[config.mk]
export PLATFORM = sky130hd
export DESIGN_NAME = alu_addsub_arbiter
export DESIGN_NICKNAME = d
export VERILOG_FILES = /design/src/rtl/alu_addsub_arbiter.sv
export SDC_FILE = /design/constraint.sdc
export NUM_CORES = 1
export LEC_CHECK = 0
export BUFFER_PORTS_ARGS = -buffer_cell sky130_fd_sc_hd__buf_2
export CORE_AREA = 2 2 166 168
export DETAILED_ROUTE_END_ITERATION = 8
export DIE_AREA = 0 0 168 170
export HOLD_SLACK_MARGIN = 0.1
export PLACE_DENSITY = 0.75
export SYNTH_ARGS = -nofsm -noshare
export SYNTH_HDL_FRONTEND = slang
export SYNTH_SLANG_ARGS = --single-unit
[constraint.sdc]
create_clock -name clk -period 12.6 [get_ports clk]
set_input_delay 0.63 -clock clk [delete_from_list [all_inputs] [get_ports clk]]
set_output_delay 0.63 -clock clk [all_outputs]
set_load 0.02 [all_outputs]
[src/rtl/alu_addsub_arbiter.sv]
// alu_addsub_arbiter
// Shares one add/subtract unit between two requesters. In IDLE one requester is
// granted (round-robin or fixed priority), its operands are latched, the sum and
// Y86 condition codes are computed in EXEC, and the registered result is held in
// RESP until the owning requester accepts it.
module alu_addsub_arbiter #(
    parameter int WIDTH = 64,
    parameter bit RR_EN = 1'b1
) (
    input  logic             clk,
    input  logic             rst_n,
    input  logic [1:0]       req_valid,
    output logic [1:0]       req_ready,
    input  logic             req0_op,
    input  logic [WIDTH-1:0] req0_a,
    input  logic [WIDTH-1:0] req0_b,
    input  logic             req1_op,
    input  logic [WIDTH-1:0] req1_a,
    input  logic [WIDTH-1:0] req1_b,
    output logic [1:0]       rsp_valid,
    input  logic [1:0]       rsp_ready,
    output logic [WIDTH-1:0] rsp_result,
    output logic             rsp_zf,
    output logic             rsp_sf,
    output logic             rsp_of,
    output logic             busy
);

    typedef enum logic [1:0] {
        IDLE = 2'd0,
        EXEC = 2'd1,
        RESP = 2'd2
    } state_t;

    state_t           state_r;
    state_t           state_nxt_s;
    logic             op_r;
    logic [WIDTH-1:0] a_r;
    logic [WIDTH-1:0] b_r;
    logic             owner_r;
    logic             last_r;        // requester served most recently
    logic             gnt_s;
    logic [1:0]       req_ready_s;
    logic             acc_s;
    logic             rsp_hs_s;
    logic [WIDTH:0]   alu_s;         // {of, sum}
    logic [WIDTH-1:0] result_r;
    logic             zf_r;
    logic             sf_r;
    logic             of_r;
    logic [1:0]       rsp_valid_r;
    logic             busy_r;

    // a + (op ? ~b : b) + op, split so the carry into the MSB is visible for OF.
    function automatic logic [WIDTH:0] addsub(input logic op,
                                              input logic [WIDTH-1:0] a,
                                              input logic [WIDTH-1:0] b);
        logic [WIDTH-1:0] bx;
        logic [WIDTH-1:0] lo;
        logic [1:0]       hi;
        bx = op ? ~b : b;
        lo = {1'b0, a[WIDTH-2:0]} + {1'b0, bx[WIDTH-2:0]} + {{(WIDTH-1){1'b0}}, op};
        hi = {1'b0, a[WIDTH-1]} + {1'b0, bx[WIDTH-1]} + {1'b0, lo[WIDTH-1]};
        return {hi[1] ^ lo[WIDTH-1], hi[0], lo[WIDTH-2:0]};
    endfunction

    // Pick the winning requester; on contention alternate or favour requester 0.
    always_comb begin
        gnt_s = 1'b0;
        if (req_valid == 2'b11) begin
            gnt_s = RR_EN ? ~last_r : 1'b0;
        end else if (req_valid[1]) begin
            gnt_s = 1'b1;
        end else begin
            gnt_s = 1'b0;
        end
    end

    // Accept strobe toward the winner, only while idle.
    always_comb begin
        req_ready_s = 2'b00;
        if ((state_r == IDLE) && (req_valid != 2'b00)) begin
            req_ready_s = gnt_s ? 2'b10 : 2'b01;
        end else begin
            req_ready_s = 2'b00;
        end
    end

    assign acc_s    = |(req_valid & req_ready_s);
    assign rsp_hs_s = (state_r == RESP) && (owner_r ? rsp_ready[1] : rsp_ready[0]);
    assign alu_s    = addsub(op_r, a_r, b_r);

    // Next-state logic for the IDLE -> EXEC -> RESP -> IDLE sequence.
    always_comb begin
        state_nxt_s = state_r;
        case (state_r)
            IDLE: begin
                if (acc_s) begin
                    state_nxt_s = EXEC;
                end else begin
                    state_nxt_s = IDLE;
                end
            end
            EXEC: state_nxt_s = RESP;
            RESP: begin
                if (rsp_hs_s) begin
                    state_nxt_s = IDLE;
                end else begin
                    state_nxt_s = RESP;
                end
            end
            default: state_nxt_s = IDLE;
        endcase
    end

    // State register and busy flag.
    always_ff @(posedge clk or negedge rst_n) begin
        if (!rst_n) begin
            state_r <= IDLE;
            busy_r  <= 1'b0;
        end else begin
            state_r <= state_nxt_s;
            busy_r  <= (state_nxt_s != IDLE);
        end
    end

    // Latch operands and owner on the request handshake.
    always_ff @(posedge clk or negedge rst_n) begin
        if (!rst_n) begin
            op_r    <= 1'b0;
            a_r     <= {WIDTH{1'b0}};
            b_r     <= {WIDTH{1'b0}};
            owner_r <= 1'b0;
        end else if (acc_s) begin
            op_r    <= gnt_s ? req1_op : req0_op;
            a_r     <= gnt_s ? req1_a  : req0_a;
            b_r     <= gnt_s ? req1_b  : req0_b;
            owner_r <= gnt_s;
        end else begin
            op_r    <= op_r;
            a_r     <= a_r;
            b_r     <= b_r;
            owner_r <= owner_r;
        end
    end

    // Capture result and flags at the end of EXEC; they persist afterwards.
    always_ff @(posedge clk or negedge rst_n) begin
        if (!rst_n) begin
            result_r <= {WIDTH{1'b0}};
            zf_r     <= 1'b0;
            sf_r     <= 1'b0;
            of_r     <= 1'b0;
        end else if (state_r == EXEC) begin
            result_r <= alu_s[WIDTH-1:0];
            zf_r     <= (alu_s[WIDTH-1:0] == {WIDTH{1'b0}});
            sf_r     <= alu_s[WIDTH-1];
            of_r     <= alu_s[WIDTH];
        end else begin
            result_r <= result_r;
            zf_r     <= zf_r;
            sf_r     <= sf_r;
            of_r     <= of_r;
        end
    end

    // One-hot response valid, raised entering RESP and dropped on handshake.
    always_ff @(posedge clk or negedge rst_n) begin
        if (!rst_n) begin
            rsp_valid_r <= 2'b00;
        end else if (state_r == EXEC) begin
            rsp_valid_r <= owner_r ? 2'b10 : 2'b01;
        end else if (rsp_hs_s) begin
            rsp_valid_r <= 2'b00;
        end else begin
            rsp_valid_r <= rsp_valid_r;
        end
    end

    // Round-robin history: remember who was served once the response completes.
    always_ff @(posedge clk or negedge rst_n) begin
        if (!rst_n) begin
            last_r <= 1'b1;
        end else if (rsp_hs_s) begin
            last_r <= owner_r;
        end else begin
            last_r <= last_r;
        end
    end

    assign req_ready  = req_ready_s;
    assign rsp_valid  = rsp_valid_r;
    assign rsp_result = result_r;
    assign rsp_zf     = zf_r;
    assign rsp_sf     = sf_r;
    assign rsp_of     = of_r;
    assign busy       = busy_r;

endmodule

Yosys cells after proc, flatten, opt, wreduce, memory -nomap -nowiden. Index checks and enable logic that the tools add are counted.

Register bits: 203. Input port bits: 264.

Add/sub/neg operators: 4. Equality and inequality tests: 3. Muxes and demuxes: 15. Bitwise operators: 4. Reduce and logical (&&, ||, !) cells: 8.

Operators by type and width (count): $mux 64 (3); $add 63x63->64 (1); $add 64x1->64 (1); $logic_not 64->1 (1); $not 64->64 (1); $mux 2 (6); $pmux 2 s3 (1); $reduce_bool 2->1 (3); $mux 1 (5); $eq 2x2->1 const B (2); $add 1x1->2 (1); $add 2x1->2 (1); $and 2x2->2 (1); $eq 2x1->1 const B (1); $logic_and 1x1->1 (2); $logic_not 2->1 (1); $reduce_or 2->1 (1); $not 1->1 (1); $xor 1x1->1 (1).

Longest topological paths before layout. Gate-level depths: netlist of run 1.

Depth after elaboration: 9. Gate-level depth with buffers: 25. Depth with buffers taken out: 22.

Worst setup path after synthesis of run 1. OpenSTA, ideal clock, no wires.

Path kind: register to register. From: register op_r. To: register zf_r, in the netlist rsp_zf. Library setup time: 0.076 ns. Data arrival time: 5.663 ns. Setup slack: 6.860 ns. Cell stages (with the launch flop): 26. Buffers on the path: 3. Clock period less this slack: 5.740 ns. Cells stage by stage: dfrtp_1 -> clkbuf_1 -> clkbuf_1 -> xor2_1 -> ha_1 -> buf_2 -> nand2_1 -> o21a_1 -> o21a_1 -> a311oi_4 -> o311ai_2 -> a21oi_1 -> o21a_1 -> o211ai_1 -> nand2_1 -> a21oi_1 -> fa_1 -> nor3b_1 -> nand3_1 -> a31oi_1 -> o2111ai_1 -> or4_1 -> or4_1 -> nor4_1 -> nand4_1 -> o21ai_1.

Cells in the longest elaborated chain, start to end: 5. Elaborated cells on any way between the ends: 6.

Ends and longest elaborated chain: start, declared (RTL line 37) `logic op_r;`; start signal, assigned (RTL line 135) `op_r <= gnt_s ? req1_op : req0_op;`; start signal, assigned (RTL line 140) `op_r <= op_r;`; $mux 64 (RTL line 61) `bx = op ? ~b : b;`; $add 63x63->64 (RTL line 62) `lo = {1'b0, a[WIDTH-2:0]} + {1'b0, bx[WIDTH-2:0]} + {{(WIDTH-1){1'b0}}, op};`; $add 64x1->64 (RTL line 62); $add 2x1->2 (RTL line 63) `hi = {1'b0, a[WIDTH-1]} + {1'b0, bx[WIDTH-1]} + {1'b0, lo[WIDTH-1]};`; $logic_not 64->1 (*) (RTL line 156) `zf_r <= (alu_s[WIDTH-1:0] == {WIDTH{1'b0}});`; end signal, assigned (RTL line 156); end signal, assigned (RTL line 161) `zf_r <= zf_r;`; end, declared (RTL line 48) `logic zf_r;`.

Every way passes the cells marked *; elsewhere a longest branch is shown, timed or not. A chain may end at the register's enable or synchronous reset.

Worst setup path in the final report of run 1. Same ends and word-level chain as after synthesis.

==> results of run 1 <==
[metal layers]
metal / wire length, um / GRT usage (%)
met2: 19270 / 46.60
met4: 1010 / 7.032
met5: 0 / 0
met1: 18770 / 40.76
met3: 3196 / 3.651
[final timing paths]
kind	slack, ns	to	cells after the start	from
min in group asynchronous	0.64	b_r[60]$_DFFE_PN0N_	2	rst_n
setup / recovery	5.82	rsp_zf$_DFFE_PN0P_	22	op_r$_DFFE_PN0N_
max in group asynchronous	10.61	b_r[25]$_DFFE_PN0N_	3	rst_n
setup reg to reg	5.82	rsp_zf$_DFFE_PN0P_	22	op_r$_DFFE_PN0N_
hold reg to reg	0.48	rsp_result[47]$_DFFE_PN0P_	2	rsp_result[47]$_DFFE_PN0P_
hold / removal	0.30	a_r[46]$_DFFE_PN0N_	3	req1_a[46]
[state kept, by name, indices dropped and copies added (netlist names)]
register and flops:
busy 1, rsp_of 1, rsp_result 64, a_r 64, state_r 2, rsp_zf 1
b_r 64, last_r 1, rsp_valid 2, op_r 1, owner_r 1
[worst max-delay path: cells and delay by family, from the launching register on]
family                     cells  cell delay [ns]
and+or+nand+nor               10             2.36
AOI/OAI and AO/OA              9             1.89
DFF                            1             1.16
adders and majority gates      2             1.08
xor gates and xnor gates       1             0.17
[logic make-up after synthesis]
kind of cell,after synthesis,synth area share [%]
AOI/OAI and AO/OA,495,27.78
DFF,202,38.11
xor gates and xnor gates,104,6.866
buffers and inverters,246,7.243
muxes,16,1.330
adders and majority gates,64,6.149
and+or+nand+nor,342,12.52
[area by class of cell]
cell class	count	share of cell area [%]
Clock buffer	32	3.920
Clock inverter	9	0.6652
Inverter	146	3.469
Multi-Input combinational cell	1021	46.11
Sequential cell	202	32.03
Tap cell	341	2.701
Timing Repair Buffer	344	11.11
[per-stage QoR]
stage	hold slack [ns]	std cells	setup slack, ns	instance area, um^2	utilization, %
CTS	0.2872	2095	5.895	15800	59.28
detailed placement	0.4661	2053	5.954	15060	56.53
global route	0.2993	2095	5.279	15800	59.28
finish	0.2978	2095	5.820	15800	59.28
floorplan	0.3344	1469	6.860	13270	-
global placement	0.4569	2053	6.211	15060	56.53
[cell usage after synthesis (6+ instances only)]
| master | number | area [um^2] |
|---|---|---|
| xnor2_1 | 21 | 183.9 |
| and4_1 | 10 | 87.58 |
| nor3_1 | 20 | 100.1 |
| clkbuf_1 | 72 | 270.3 |
| inv_1 | 146 | 548.0 |
| nand2b_1 | 6 | 37.54 |
| nor2b_1 | 8 | 50.05 |
| a21o_1 | 17 | 127.6 |
| a211oi_1 | 8 | 60.06 |
| o21ai_1 | 10 | 50.05 |
| and3_1 | 7 | 43.79 |
| xor2_1 | 83 | 727.0 |
| mux2_2 | 10 | 112.6 |
| nor4_1 | 8 | 50.05 |
| o31ai_1 | 15 | 112.6 |
| or2_2 | 6 | 37.54 |
| a222oi_1 | 129 | 1291 |
| a31oi_1 | 7 | 43.79 |
| buf_1 | 7 | 26.28 |
| a21boi_0 | 7 | 52.55 |
| o2111ai_1 | 8 | 70.07 |
| a2111oi_0 | 7 | 61.31 |
| a21oi_1 | 87 | 435.4 |
| a211o_1 | 7 | 61.31 |
| dfrtp_1 | 201 | 5030 |
| nand2_1 | 137 | 514.2 |
| or3_1 | 8 | 50.05 |
| buf_2 | 17 | 85.08 |
| ha_1 | 62 | 775.7 |
| nand4_1 | 34 | 212.7 |
| o211ai_1 | 16 | 120.1 |
| nor2_1 | 58 | 217.7 |
| o21ai_0 | 102 | 510.5 |
| o21a_1 | 26 | 195.2 |
| nand3_1 | 21 | 105.1 |
[timing repair]
action	4_1_cts	5_1_grt
hold buffers	1	0
gates resized for setup	0	0
setup endpoints to repair	0	0
endpoints found under the hold margin	58	0
==> flow_summary.ini, run 1 <==
[floorplanning]
die-area_mm2 = 0.02856
io_pins = 336
core_mm2 = 0.02665
die_w_um = 168
row_count = 60
start_util_pct = 49.78
chipHeight_um = 170

[timing]
hold_violations = 0
fin_skew_ns = 0.03179
max-slew-margin-rel_pct = 23.57
fin_setup_tns_ns = 0
finalCriticalPeriod_ns = 6.780
drv_slew = 0
setup_viol_count_final = 0
worstMarginPinSlew_ns = 1.118
rsz0062_at_grt = no
post-route-period-util_pct = 53.81
fmax_ghz = 0.1475

[outcome]
violations = DRC
status = finished with violations

[cts]
clkSinkCount = 202
clk_latency_ns = 0.53
clk_path_buf_depth = 3
cts_tree = done
htreeDepth = 1
postCtsSetupRepairBufs = 0
clk_pin_slew_worst_paths_ns = 0.06
numCtsBuffers = 23
ctsRootBufferMaster = clkbuf_16

[yosys]
syn_inst = 1469
ys_ff_latch = 202
async_flop_share_pct = 100.0
yosysSeqAreaShare_pct = 38.11
synth-edff-count = 0
synth-main-ff-cell = dfrtp_1
synth_area_per_cell_um2 = 9.031
yosys_warnings = 0
ys_types = 83
syn_area_mm2 = 0.01327
syn_nets = 1797

[run]
cap_violations = 0

[route]
vias_per_cell = 6.181
drt-pass1-iter-count = 9
wire_per_inst_um = 20.17
vias = 12950
wl_mm = 42.25
drc = 9
ant_nets = 0
drtIter0Drc = 1410

[cells_and_area]
seqCellArea_mm2 = 0.005060
syn_to_final_growth_pct = 19.09
diodes = 0
final_common_cell = buf_2
layout_common_cells = 334 x buf_2, 200 x dfrtp_1, 146 x inv_1
drive_gt1_share_pct = 23.60
fillers = 2440
nets = 2066
multiInputGateArea_mm2 = 0.007284

[setup_path]
start_kind = flop
cp-end-kind = flop
slowest_stage = dfrtp_4
path_max_fanout = 65
cpPeakStageDelay_ns = 1.16
critical_path_arrival_ns = 7.24
cp.required_ns = 13.06
crit_chain = xor2_1 -> ha_1 -> nand4_1 -> nor2_1 -> nand3_1 -> a311oi_4 -> o311ai_2 -> a21oi_1 -> o21a_1 -> o211ai_1 -> nand2_1 -> a21oi_1 -> fa_1 -> nor3b_1 -> nand3_1 -> a31oi_1 -> o2111ai_1 -> or4_1 -> or4_1 -> nor4_1 -> nand4_1 -> o21ai_1
criticalPathCategory = reg2reg

[grt]
grt_max_degree = 84
grt_overflow = 0
antenna_found_initial = 0
grt_pass1_wl_mm = 65.80
grt_pass1_vias = 12200
track_usage_pct = 28.64

[min_path]
hp-class = in2reg

[placement]
gp_congestion = 0.9864
io_buffers = 335
dpl.hpwl_mm = 32.62
Power of run 1 is not shown: default switching activity piles up to over one toggle a cycle in this logic, so the estimate is an artifact.
==> run 2: changes to the inputs <==
- clock period: 12.6 -> 6.3 ns (I/O delays scaled with it)
==> flow_summary.ini, run 2 (same netlist as run 1, synthesis figures left out) <==
[outcome]
status = finished with violations
violations = DRC

[floorplanning]
row_count = 60
start_util_pct = 49.78
die_w_um = 168
core_mm2 = 0.02665
io_pins = 336
die-area_mm2 = 0.02856
chipHeight_um = 170

[cells_and_area]
final_common_cell = buf_2
seqCellArea_mm2 = 0.005060
layout_common_cells = 334 x buf_2, 260 x dlygate4sd3_1, 200 x dfrtp_1
nets = 2357
fillers = 1952
drive_gt1_share_pct = 22.21
multiInputGateArea_mm2 = 0.007307
syn_to_final_growth_pct = 40.49

[min_path]
min-delay-start = rsp_ready[0]
min_to = last_r$_DFFE_PN1P_
hp-class = in2reg
worstHoldPathCells = 4

[timing]
drv_slew = 0
setup_viol_count_final = 0
worstMarginPinSlew_ns = 1.014
fin_setup_tns_ns = 0
fin_hold_ws_ns = 0.1761
fmax_ghz = 0.1662
finalCriticalPeriod_ns = 6.017
post-route-period-util_pct = 95.50
max-slew-margin-rel_pct = 32.38
hold_violations = 0
fin_skew_ns = 0.01098

[setup_path]
r2r_cells = 23
r2r_setup_slack_ns = 0.28
crit-reg2reg-launch = op_r$_DFFE_PN0N_
timing.rr.end = rsp_zf$_DFFE_PN0P_
start_kind = flop
cp-end-kind = flop
path_max_fanout = 14
critical_path_arrival_ns = 6.47
criticalPathCategory = reg2reg
cp.required_ns = 6.75

[cts]
clk_pin_slew_worst_paths_ns = 0.06
cts_tree = done
ctsRootBufferMaster = clkbuf_16
numCtsBuffers = 22
clk_path_buf_depth = 3
clk_latency_ns = 0.52
htreeDepth = 1
clkSinkCount = 202

[route]
wl_mm = 50.88
drtIter0Drc = 1699
vias_per_cell = 6.098
wire_per_inst_um = 21.32
vias = 14550
drc = 5
ant_nets = 0
drt-pass1-iter-count = 9

[grt]
track_usage_pct = 34.70
antenna_found_initial = 1
grt_pass1_vias = 14710
grt_max_degree = 130
grt_pass1_wl_mm = 78.58
grt_overflow = 0

[placement]
dpl.hpwl_mm = 33.34
gp_congestion = 0.9953
io_buffers = 335

[run]
cap_violations = 0
==> run 2: changes by cell type in the layout (fill, tap and decap cells not counted), moves of 3 or more <==
| cell | previous run | this run |
|---|---|---|
| clkbuf_1 | 8 | 3 |
| dlygate4sd3_1 | 1 | 260 |
| clkbuf_8 | 2 | 5 |
| buf_4 | 8 | 39 |
==> run 2: through the flow <==
step | setup WS (ns) | instance area (um^2) | utilization [%] | std cells
2_1_floorplan | 0.5601 | 13270 | - | 1469
3_3_place_gp | 0.2781 | 15250 | 57.23 | 2078
3_5_place_dp | 0.06128 | 15250 | 57.23 | 2078
4_1_cts | 0.009904 | 18540 | 69.57 | 2377
5_1_grt | -0.02229 | 18640 | 69.93 | 2386
6_report | 0.2835 | 18640 | 69.93 | 2386
==> run 2: metal layers <==
metal / GRT usage [%] / share of wire [%] / up-vias
met5: 0 / 0 / -
met4: 13.65 / 4.2 / 0
met3: 5.047 / 7.2 / 148
met2: 61.01 / 49 / 732
met1: 43.18 / 40 / 7006
li1: - / - / 6664
==> run 2: worst max-delay path by stage <==
stage / startpoint / end / slack, ns / depth (start not counted)
floorplan: op_r$_DFFE_PN0N_ / rsp_zf$_DFFE_PN0P_ / 0.56 / 25
global placement: op_r$_DFFE_PN0N_ / rsp_zf$_DFFE_PN0P_ / 0.28 / 23
detailed placement: op_r$_DFFE_PN0N_ / rsp_zf$_DFFE_PN0P_ / 0.06 / 23
CTS: op_r$_DFFE_PN0N_ / rsp_zf$_DFFE_PN0P_ / 0.01 / 23
global route: op_r$_DFFE_PN0N_ / rsp_zf$_DFFE_PN0P_ / -0.02 / 23
finish: op_r$_DFFE_PN0N_ / rsp_zf$_DFFE_PN0P_ / 0.28 / 23
==> run 2: cell type report <==
| class | instances | share of cell area, % |
|---|---|---|
| sequential | 202 | 27.15 |
| clock buffer | 29 | 3.310 |
| multi-input combinational | 1021 | 39.21 |
| tap | 341 | 2.289 |
| antenna | 1 | 0.01343 |
| timing repair buffer | 636 | 24.72 |
| clock inverter | 10 | 0.3759 |
| inverter | 146 | 2.940 |
==> run 2: what timing repair did <==
action,4_1_cts,5_1_grt
endpoints found under the setup margin,0,1
hold buffers,260,0
resized for setup,0,6
setup buffers,0,8
hold endpoints to repair,258,0
==> run 2: critical path, stage by stage (launching register included) <==
cell,delay (ns)
dfrtp_4,0.61
buf_4,0.19
xor2_1,0.15
ha_1,0.44
a21oi_1,0.16
o21a_1,0.26
o21a_1,0.24
a311oi_4,0.39
o311ai_4,0.18
a21oi_2,0.28
o21a_1,0.22
o211ai_1,0.14
nand2_1,0.09
a21oi_1,0.08
fa_1,0.52
nor3b_1,0.18
nand3_1,0.10
a31oi_1,0.15
o2111ai_1,0.13
or4_1,0.42
or4_1,0.42
nor4_1,0.29
nand4_1,0.13
o21ai_1,0.16
Power of run 2 is left out for the same reason.
==> run 3: changes to the inputs <==
- CORE_AREA: 2 2 166 168 -> 2 2 168 170
- DIE_AREA: 0 0 168 170 -> 0 0 170 172
- PLACE_DENSITY: 0.75 -> 0.77
- clock period: 6.3 -> 5.4 ns (I/O delays scaled with it)
==> flow_summary.ini, run 3 (same netlist as run 1, synthesis figures left out) <==
[grt]
grt_pass1_vias = 14850
grt_pass1_wl_mm = 79.20
grt_overflow = 0
track_usage_pct = 34.55
grt_max_degree = 117
antenna_found_initial = 0

[min_path]
min-delay-start = rsp_ready[0]
hp-class = in2reg
worstHoldPathCells = 4
min_to = state_r[1]$_DFF_PN0_

[cts]
ctsRootBufferMaster = clkbuf_16
numCtsBuffers = 23
clkSinkCount = 202
htreeDepth = 1
cts_tree = done
clk_path_buf_depth = 3
clk_latency_ns = 0.53
clk_pin_slew_worst_paths_ns = 0.06

[route]
drtIter0Drc = 1695
wl_mm = 51.89
ant_nets = 0
vias_per_cell = 6.034
vias = 14920
wire_per_inst_um = 20.99
drc = 3
drt-pass1-iter-count = 9

[timing]
worstMarginPinSlew_ns = 0.9825
fin_ws_ns = -0.08749
fmax_ghz = 0.1822
post-route-period-util_pct = 101.6
drv_slew = 0
rsz0062_at_grt = yes
max-slew-margin-rel_pct = 32.80
fin_skew_ns = 0.008728
setup_viol_count_final = 1
finalCriticalPeriod_ns = 5.487
hold_violations = 0

[setup_path]
critical_path_arrival_ns = 5.94
r2r_cells = 24
path_max_fanout = 7
start_kind = flop
crit_path_frequent_cell = o21a_1
r2r_setup_slack_ns = -0.09
cp.required_ns = 5.85
cpPeakStageDelay_ns = 0.56
crit-reg2reg-launch = op_r$_DFFE_PN0N_
crit_chain = buf_4 -> xor2_1 -> ha_1 -> buf_6 -> a21oi_1 -> o21a_1 -> o21a_1 -> a311oi_4 -> o311ai_4 -> a21oi_2 -> o21a_1 -> o211ai_1 -> nand2_1 -> a21oi_1 -> fa_1 -> nor3b_2 -> nand3_1 -> a31oi_1 -> o2111ai_1 -> or4_1 -> or4_4 -> nor4_2 -> nand4_1 -> o21ai_1
slowest_stage = dfrtp_4
cp-end-kind = flop
timing.rr.end = rsp_zf$_DFFE_PN0P_
criticalPathCategory = reg2reg

[cells_and_area]
utilization_pct = 70.71
nets = 2438
fillers = 1997
layout_common_cells = 334 x buf_2, 261 x dlygate4sd3_1, 200 x dfrtp_1
seqCellArea_mm2 = 0.005060
drive_gt1_share_pct = 25.45
finalInstanceArea_mm2 = 0.01943
final_common_cell = buf_2
diodes = 0
multiInputGateArea_mm2 = 0.007356
syn_to_final_growth_pct = 46.45

[floorplanning]
chipHeight_um = 172
io_pins = 336
start_util_pct = 48.28
die-area_mm2 = 0.02924
row_count = 61
core_mm2 = 0.02748
die_w_um = 170

[outcome]
violations = DRC, setup timing
status = finished with violations

[run]
cap_violations = 0

[placement]
io_buffers = 335
gp_congestion = 0.9931
place_area_mm2 = 0.01589
dpl.hpwl_mm = 34.21
[run 3: cell types whose count changed in the layout (fill, tap and decap cells not counted), sizes merged]
| cell | before | now |
|---|---|---|
| buf | 375 | 453 |
| clkinv | 8 | 3 |
| bufinv | 0 | 2 |
| clkbuf | 30 | 32 |
| inv | 146 | 148 |
| bufbuf | 0 | 1 |
| clkinvlp | 2 | 3 |
| diode | 1 | 0 |
| dlygate4sd3 | 260 | 261 |
[run 3: what timing repair did]
action	CTS	global route
endpoints found under the setup margin	1	1
setup buffers	7	0
endpoints found under the hold margin	217	0
cloned	1	0
pin swaps	8	0
resized for setup	11	4
hold buffers	261	0
[run 3: worst max-delay path, delay by kind of cell (launching register included)]
kind / cells / cell delay (ns)
buf+inv: 2 / 0.31
compound gates: 12 / 1.95
flops: 1 / 0.56
fa+ha+maj: 2 / 0.86
simple gates: 7 / 1.57
xor+xnor: 1 / 0.16
[run 3: cell type report]
type	count	area share [%]
multi-input cells	1021	37.86
repair buffers	716	27.10
flip-flops and latches	202	26.04
clock buffers	31	3.323
inverters	146	2.821
well taps	346	2.228
clock inverters	10	0.6247
[run 3: metal layers]
layer / GRT usage, % / share of wire, % / vias up
met1: 42.68 / 40 / 7235
li1: - / - / 6825
met5: 0 / 0 / -
met4: 13.82 / 4.0 / 0
met2: 60.60 / 49 / 728
met3: 5.585 / 7.2 / 127
[run 3: worst max-delay path by stage]
stage                                 from            endpoint  slack [ns]  cells after the start
final                     op_r$_DFFE_PN0N_  rsp_zf$_DFFE_PN0P_       -0.09                     24
after global routing      op_r$_DFFE_PN0N_  rsp_zf$_DFFE_PN0P_       -0.42                     24
after global placement    op_r$_DFFE_PN0N_  rsp_zf$_DFFE_PN0P_       -0.02                     23
after floorplan           op_r$_DFFE_PN0N_  rsp_zf$_DFFE_PN0P_        0.05                     25
after CTS                 op_r$_DFFE_PN0N_  rsp_zf$_DFFE_PN0P_       -0.04                     23
after detailed placement  op_r$_DFFE_PN0N_  rsp_zf$_DFFE_PN0P_       -0.14                     23
[run 3: per-stage QoR]
stage / setup TNS (ns) / hold WS, ns / cells / setup slack [ns]
floorplan: 0 / -0.02559 / 1469 / 0.04523
global placement: -0.01984 / 0.3391 / 2162 / -0.01984
detailed placement: -0.1406 / 0.3391 / 2162 / -0.1406
CTS: -0.03539 / 0.1261 / 2472 / -0.03539
global route: -0.4204 / 0.1546 / 2472 / -0.4204
finish: -0.08749 / 0.1476 / 2472 / -0.08749
Power of run 3 is left out for the same reason.
